**config.mk**
```make
export PLATFORM = sky130hd
export DESIGN_NAME = sm_seq_multiplier
export DESIGN_NICKNAME = d
export VERILOG_FILES = /design/src/rtl/sm_seq_multiplier.sv
export SDC_FILE = /design/constraint.sdc
export NUM_CORES = 1
export LEC_CHECK = 0
export BUFFER_PORTS_ARGS = -buffer_cell sky130_fd_sc_hd__buf_2
export CAP_MARGIN = 20
export CORE_UTILIZATION = 55
export CTS_CLUSTER_SIZE = 30
export DETAILED_ROUTE_END_ITERATION = 8
export GPL_TIMING_DRIVEN = 0
export PLACE_DENSITY_LB_ADDON = 0.3
export SKIP_CTS_REPAIR_TIMING = 1
export SLEW_MARGIN = 15
export SYNTH_ARGS = -nofsm -noshare
export SYNTH_HDL_FRONTEND = slang
export SYNTH_SLANG_ARGS = --single-unit
export TNS_END_PERCENT = 50
```
**constraint.sdc**
```tcl
create_clock -name clk -period 6.6 [get_ports clk]
set_clock_uncertainty 0.2 [all_clocks]
set_input_delay 0.66 -clock clk [delete_from_list [all_inputs] [get_ports clk]]
set_output_delay 0.66 -clock clk [all_outputs]
set_load 0.1 [all_outputs]
```
**src/rtl/sm_seq_multiplier.sv**
```systemverilog
// Sequential sign-magnitude multiplier: shift-add of |a| by |b|, one partial product per cycle.
// Optional macro SM_MULT_EARLY_TERM_EN lets BUSY end as soon as the remaining multiplier bits are zero.
module sm_seq_multiplier #(
    parameter int DW = 8
) (
    input  logic              clk,
    input  logic              rst,
    input  logic              in_valid,
    output logic              in_ready,
    input  logic [DW-1:0]     a,
    input  logic [DW-1:0]     b,
    output logic              out_valid,
    input  logic              out_ready,
    output logic              a_sign,
    output logic              b_sign,
    output logic [2*DW-1:0]   unsigned_product
);

    localparam int CW = (DW > 1) ? $clog2(DW) : 1;

    typedef enum logic [1:0] {
        IDLE,
        BUSY,
        DONE
    } state_t;

    state_t            state;
    logic [2*DW-1:0]   ma;
    logic [2*DW-1:0]   acc;
    logic [DW-1:0]     mb;
    logic [DW-1:0]     mb_shift;
    logic [DW-1:0]     mag_a;
    logic [DW-1:0]     mag_b;
    logic [CW-1:0]     cnt;
    logic              sign_a_q;
    logic              sign_b_q;
    logic              last_iter;

    // The most negative value negates to itself, which is the correct unsigned magnitude.
    assign mag_a    = a[DW-1] ? (~a + {{(DW-1){1'b0}}, 1'b1}) : a;
    assign mag_b    = b[DW-1] ? (~b + {{(DW-1){1'b0}}, 1'b1}) : b;
    assign mb_shift = mb >> 1;

`ifdef SM_MULT_EARLY_TERM_EN
    assign last_iter = (cnt == CW'(DW - 1)) || (mb_shift == '0);
`else
    assign last_iter = (cnt == CW'(DW - 1));
`endif

    always_ff @(posedge clk) begin
        if (rst) begin
            state    <= IDLE;
            ma       <= '0;
            mb       <= '0;
            acc      <= '0;
            cnt      <= '0;
            sign_a_q <= 1'b0;
            sign_b_q <= 1'b0;
        end else begin
            case (state)
                IDLE: begin
                    if (in_valid) begin
                        sign_a_q <= a[DW-1];
                        sign_b_q <= b[DW-1];
                        ma       <= {{DW{1'b0}}, mag_a};
                        mb       <= mag_b;
                        acc      <= '0;
                        cnt      <= '0;
                        state    <= BUSY;
                    end
                end
                BUSY: begin
                    if (mb[0]) begin
                        acc <= acc + ma;
                    end
                    ma  <= ma << 1;
                    mb  <= mb_shift;
                    cnt <= cnt + CW'(1);
                    if (last_iter) begin
                        state <= DONE;
                    end
                end
                DONE: begin
                    if (out_ready) begin
                        state <= IDLE;
                    end
                end
                default: state <= IDLE;
            endcase
        end
    end

    // Handshake outputs depend only on the state register (and reset), never on in_valid/out_ready.
    assign in_ready         = (state == IDLE) && !rst;
    assign out_valid        = (state == DONE);
    assign unsigned_product = acc;
    assign a_sign           = sign_a_q;
    assign b_sign           = sign_b_q;

endmodule

```
==> impl_metrics.csv <==
group,metric,value,unit
run_status,status,"finished clean",
synthesis,synth_largest_area_cell,"dfxtp_1",
routing,drt_iter0_drc,117,
worst_setup_path,crit_cells,4,
sta,finalCritPeriodShare,0.4043,
sta,fin_crit,2669,ps
sta,setup_viol,0,
clocking,cts_root_buffer,"clkbuf_8",
worst_setup_path,crit_path_end_kind,"primary output",
worst_setup_path,crit_family,"buffers and inverters",
global_routing,grt-ovfl-total,0,
worst_setup_path,critPathMostFrequentCell,"clkbuf_1",
power_and_ir_drop,powerDensity,189.5,mW/mm2
power_and_ir_drop,p_comb_frac,0.168,
finish,final_common_cell,"dfxtp_1",
synthesis,syn_inst,323,
routing,postRouteAntennaNets,0,
place,port_buffers,36,
worst_setup_path,reg2reg_depth,9,
global_routing,grt_pass1_wl,9680,um
clocking,clockBufferDepth,2,
synthesis,ys_top_cells_by_area,"dfxtp_1 35%, ha_1 8.7%, a21oi_1 6.8%",
finish,areaGrowthSynthToFinish,13.34,%
sta,fin_ws,3931,ps
sta,finalSetupTns,0,ps
power_and_ir_drop,vdd_drop_max,0.0001326,V
routing,first_pass_iters,4,
clocking,cts.clk_slew.worst_paths,100,ps
finish,fin_util,0.6484,
routing,routed_wl,5956,um
power_and_ir_drop,p_leak,1.324,nW
worst_setup_path,crit_path_top_delay_cell,"buf_2",
floorplanning,placementRows,25,
global_routing,grt_pass1_vias,2145,
routing,viasPerCell,5.566,
power_and_ir_drop,pwr-share-clk,0.315,
place,hpwl,4453,um
clocking,cts_buffers,5,
synthesis,synth_cell_type_count,51,
clocking,cts_tree,"done",
worst_setup_path,cp_num_buf_inv,3,
place,gp_congestion,0.8630,
worst_setup_path,startpoint_type,"primary input",
worst_setup_path,critPathArrivalTime,1810,ps
synthesis,synthArstFlopShare,0,
worst_setup_path,required,5740,ps
job,maxCapViolCount,0,
power_and_ir_drop,p_int,0.0004051,W
synthesis,yosysTopAreaCellShare,0.3459,
finish,mostFrequentLayoutCells,"47 x dfxtp_1, 41 x buf_2, 38 x nand2_1",
synthesis,ys_ff_latch,47,
clocking,clock-sinks,47,
finish,diodes,0,
power_and_ir_drop,seq_power_share,0.516,
worst_setup_path,crit_type,"in2out",
finish,fin_nets,407,
sta,drv_slew,0,
place,dpl_worst_slack,3976,ps
routing,routed-via-count,2421,
worst_setup_path,cp_max_fo,10,
synthesis,syn_nets,363,
routing,drc,0,
floorplanning,start_util,0.5721,
sta,relSlewSlack,0.6384,
sta,hold_viol,0,
floorplanning,die_area,0.005231,mm2
worst_setup_path,max_stage_delay,480,ps
hold_path,hold_depth,2,
floorplanning,ios,40,
synthesis,ys.flop_type,"dfxtp_1",
synthesis,synth_edf_count,0,
synthesis,ys_seq_area_frac,0.3459,
power_and_ir_drop,power.net_switching,0.0001792,W
worst_setup_path,crit_chain,"clkbuf_1, clkbuf_1, nor3_1, buf_2",
global_routing,grt_antenna_before_repair,0,
routing,wl_per_cell,13.69,um
floorplanning,core,0.004755,mm2
clocking,htreeDepth,2,
hold_path,hp-class,"reg2reg",
sta,whs,262.3,ps
clocking,clk_latency,310,ps
power_and_ir_drop,switching_share,0.3067,
sta,max_freq,0.3747,GHz
synthesis,synth.cell_area,0.002720,mm2
global_routing,grt_max_degree,18,
finish,layout-drive-gt1-share,0.1630,
global_routing,track_usage,0.2390,
floorplanning,floorplan.die.height,72.33,um
synthesis,synth_warnings,0,
synthesis,avgSynthCellArea,8.421,um2
floorplanning,dieWidth,72.33,um
sta,rsz0062_at_grt,"false",
sta,tightest_slew,542.3,ps
-- cell type report --
type                       instances  area (um2)
clock buffer                       5       68.82
clock inverter                     3       25.02
fill                             439        1672
sequential                        47       940.9
inverter                           8       30.03
timing repair buffer              37       185.2
multi-input combinational        250        1662
buffer                            18       87.58
tap                               67       83.83
-- sequential cells by signal, summed over array words and instances, names as in the netlist --
| name | cells |
|---|---|
| b_sign | 1 |
| cnt | 3 |
| ma | 16 |
| unsigned_product | 16 |
| mb | 8 |
| state | 2 |
| a_sign | 1 |
-- cell families after synthesis --
family | Yosys count | synth area share
AOI/OAI and AO/OA | 96 | 0.2351
xor gates and xnor gates | 24 | 0.07728
adders and majority gates | 20 | 0.09476
buffers and inverters | 26 | 0.04324
DFF | 47 | 0.3459
muxes | 2 | 0.007360
and+or+nand+nor | 108 | 0.1964
-- Yosys cell counts, types with 2 or more instances --
cell / n
a31oi_1: 4
nor3_1: 5
a22o_1: 9
and2_1: 2
mux2i_1: 2
buf_6: 2
a221oi_1: 2
nand3_1: 15
clkbuf_1: 11
o21a_1: 3
a211oi_1: 4
ha_1: 19
nand2b_1: 2
nand2_1: 38
nor2b_1: 4
xor2_1: 7
o21ai_0: 4
a21o_1: 4
a21oi_1: 37
o31ai_1: 5
nor2_1: 28
xnor2_1: 17
a22oi_1: 15
inv_1: 8
buf_2: 4
dfxtp_1: 47
-- per-stage QoR --
step / area, um2 / total power [W] / cells
after floorplan: 2720 / 0.0003790 / 323
after global placement: 2984 / 0.0004031 / 426
after detailed placement: 2984 / 0.0004055 / 426
after CTS: 3078 / 0.0005859 / 434
after global routing: 3083 / 0.0006115 / 435
final: 3083 / 0.0005843 / 435
-- power groups by stage --
stage / registers [W] / clock network (W) / logic [W]
3_3_place_gp: 0.000308 / 0 / 0.0000954
4_1_cts: 0.000301 / 0.000186 / 0.0000981
6_report: 0.000302 / 0.000184 / 0.0000983
3_5_place_dp: 0.000308 / 0 / 0.0000975
2_1_floorplan: 0.000314 / 0 / 0.0000652
5_1_grt: 0.000303 / 0.000201 / 0.000108
-- worst min-delay path, delay by kind of cell (launching register included) --
kind | cells | cell delay, ps
flip-flops | 1 | 320
AO/OA/AOI/OAI | 1 | 50
AND/OR/NAND/NOR | 1 | 50
-- worst paths after layout --
path          start                   end  slack, ps
max reg2reg   ma[0]  unsigned_product[12]       4010
min reg2reg  a_sign                a_sign        260
max             rst              in_ready       3930
min          a_sign                a_sign        260
-- metal layers --
| metal | vias to the layer above | GRT usage | share of wire |
|---|---|---|---|
| li1 | 1255 | - | - |
| met1 | 1098 | 0.3036 | 0.46 |
| met2 | 57 | 0.3988 | 0.48 |
| met3 | 11 | 0.06111 | 0.052 |
| met4 | 0 | 0.07190 | 0.012 |
| met5 | - | 0 | 0 |
Note: power is estimated with default switching activity, not from simulation.
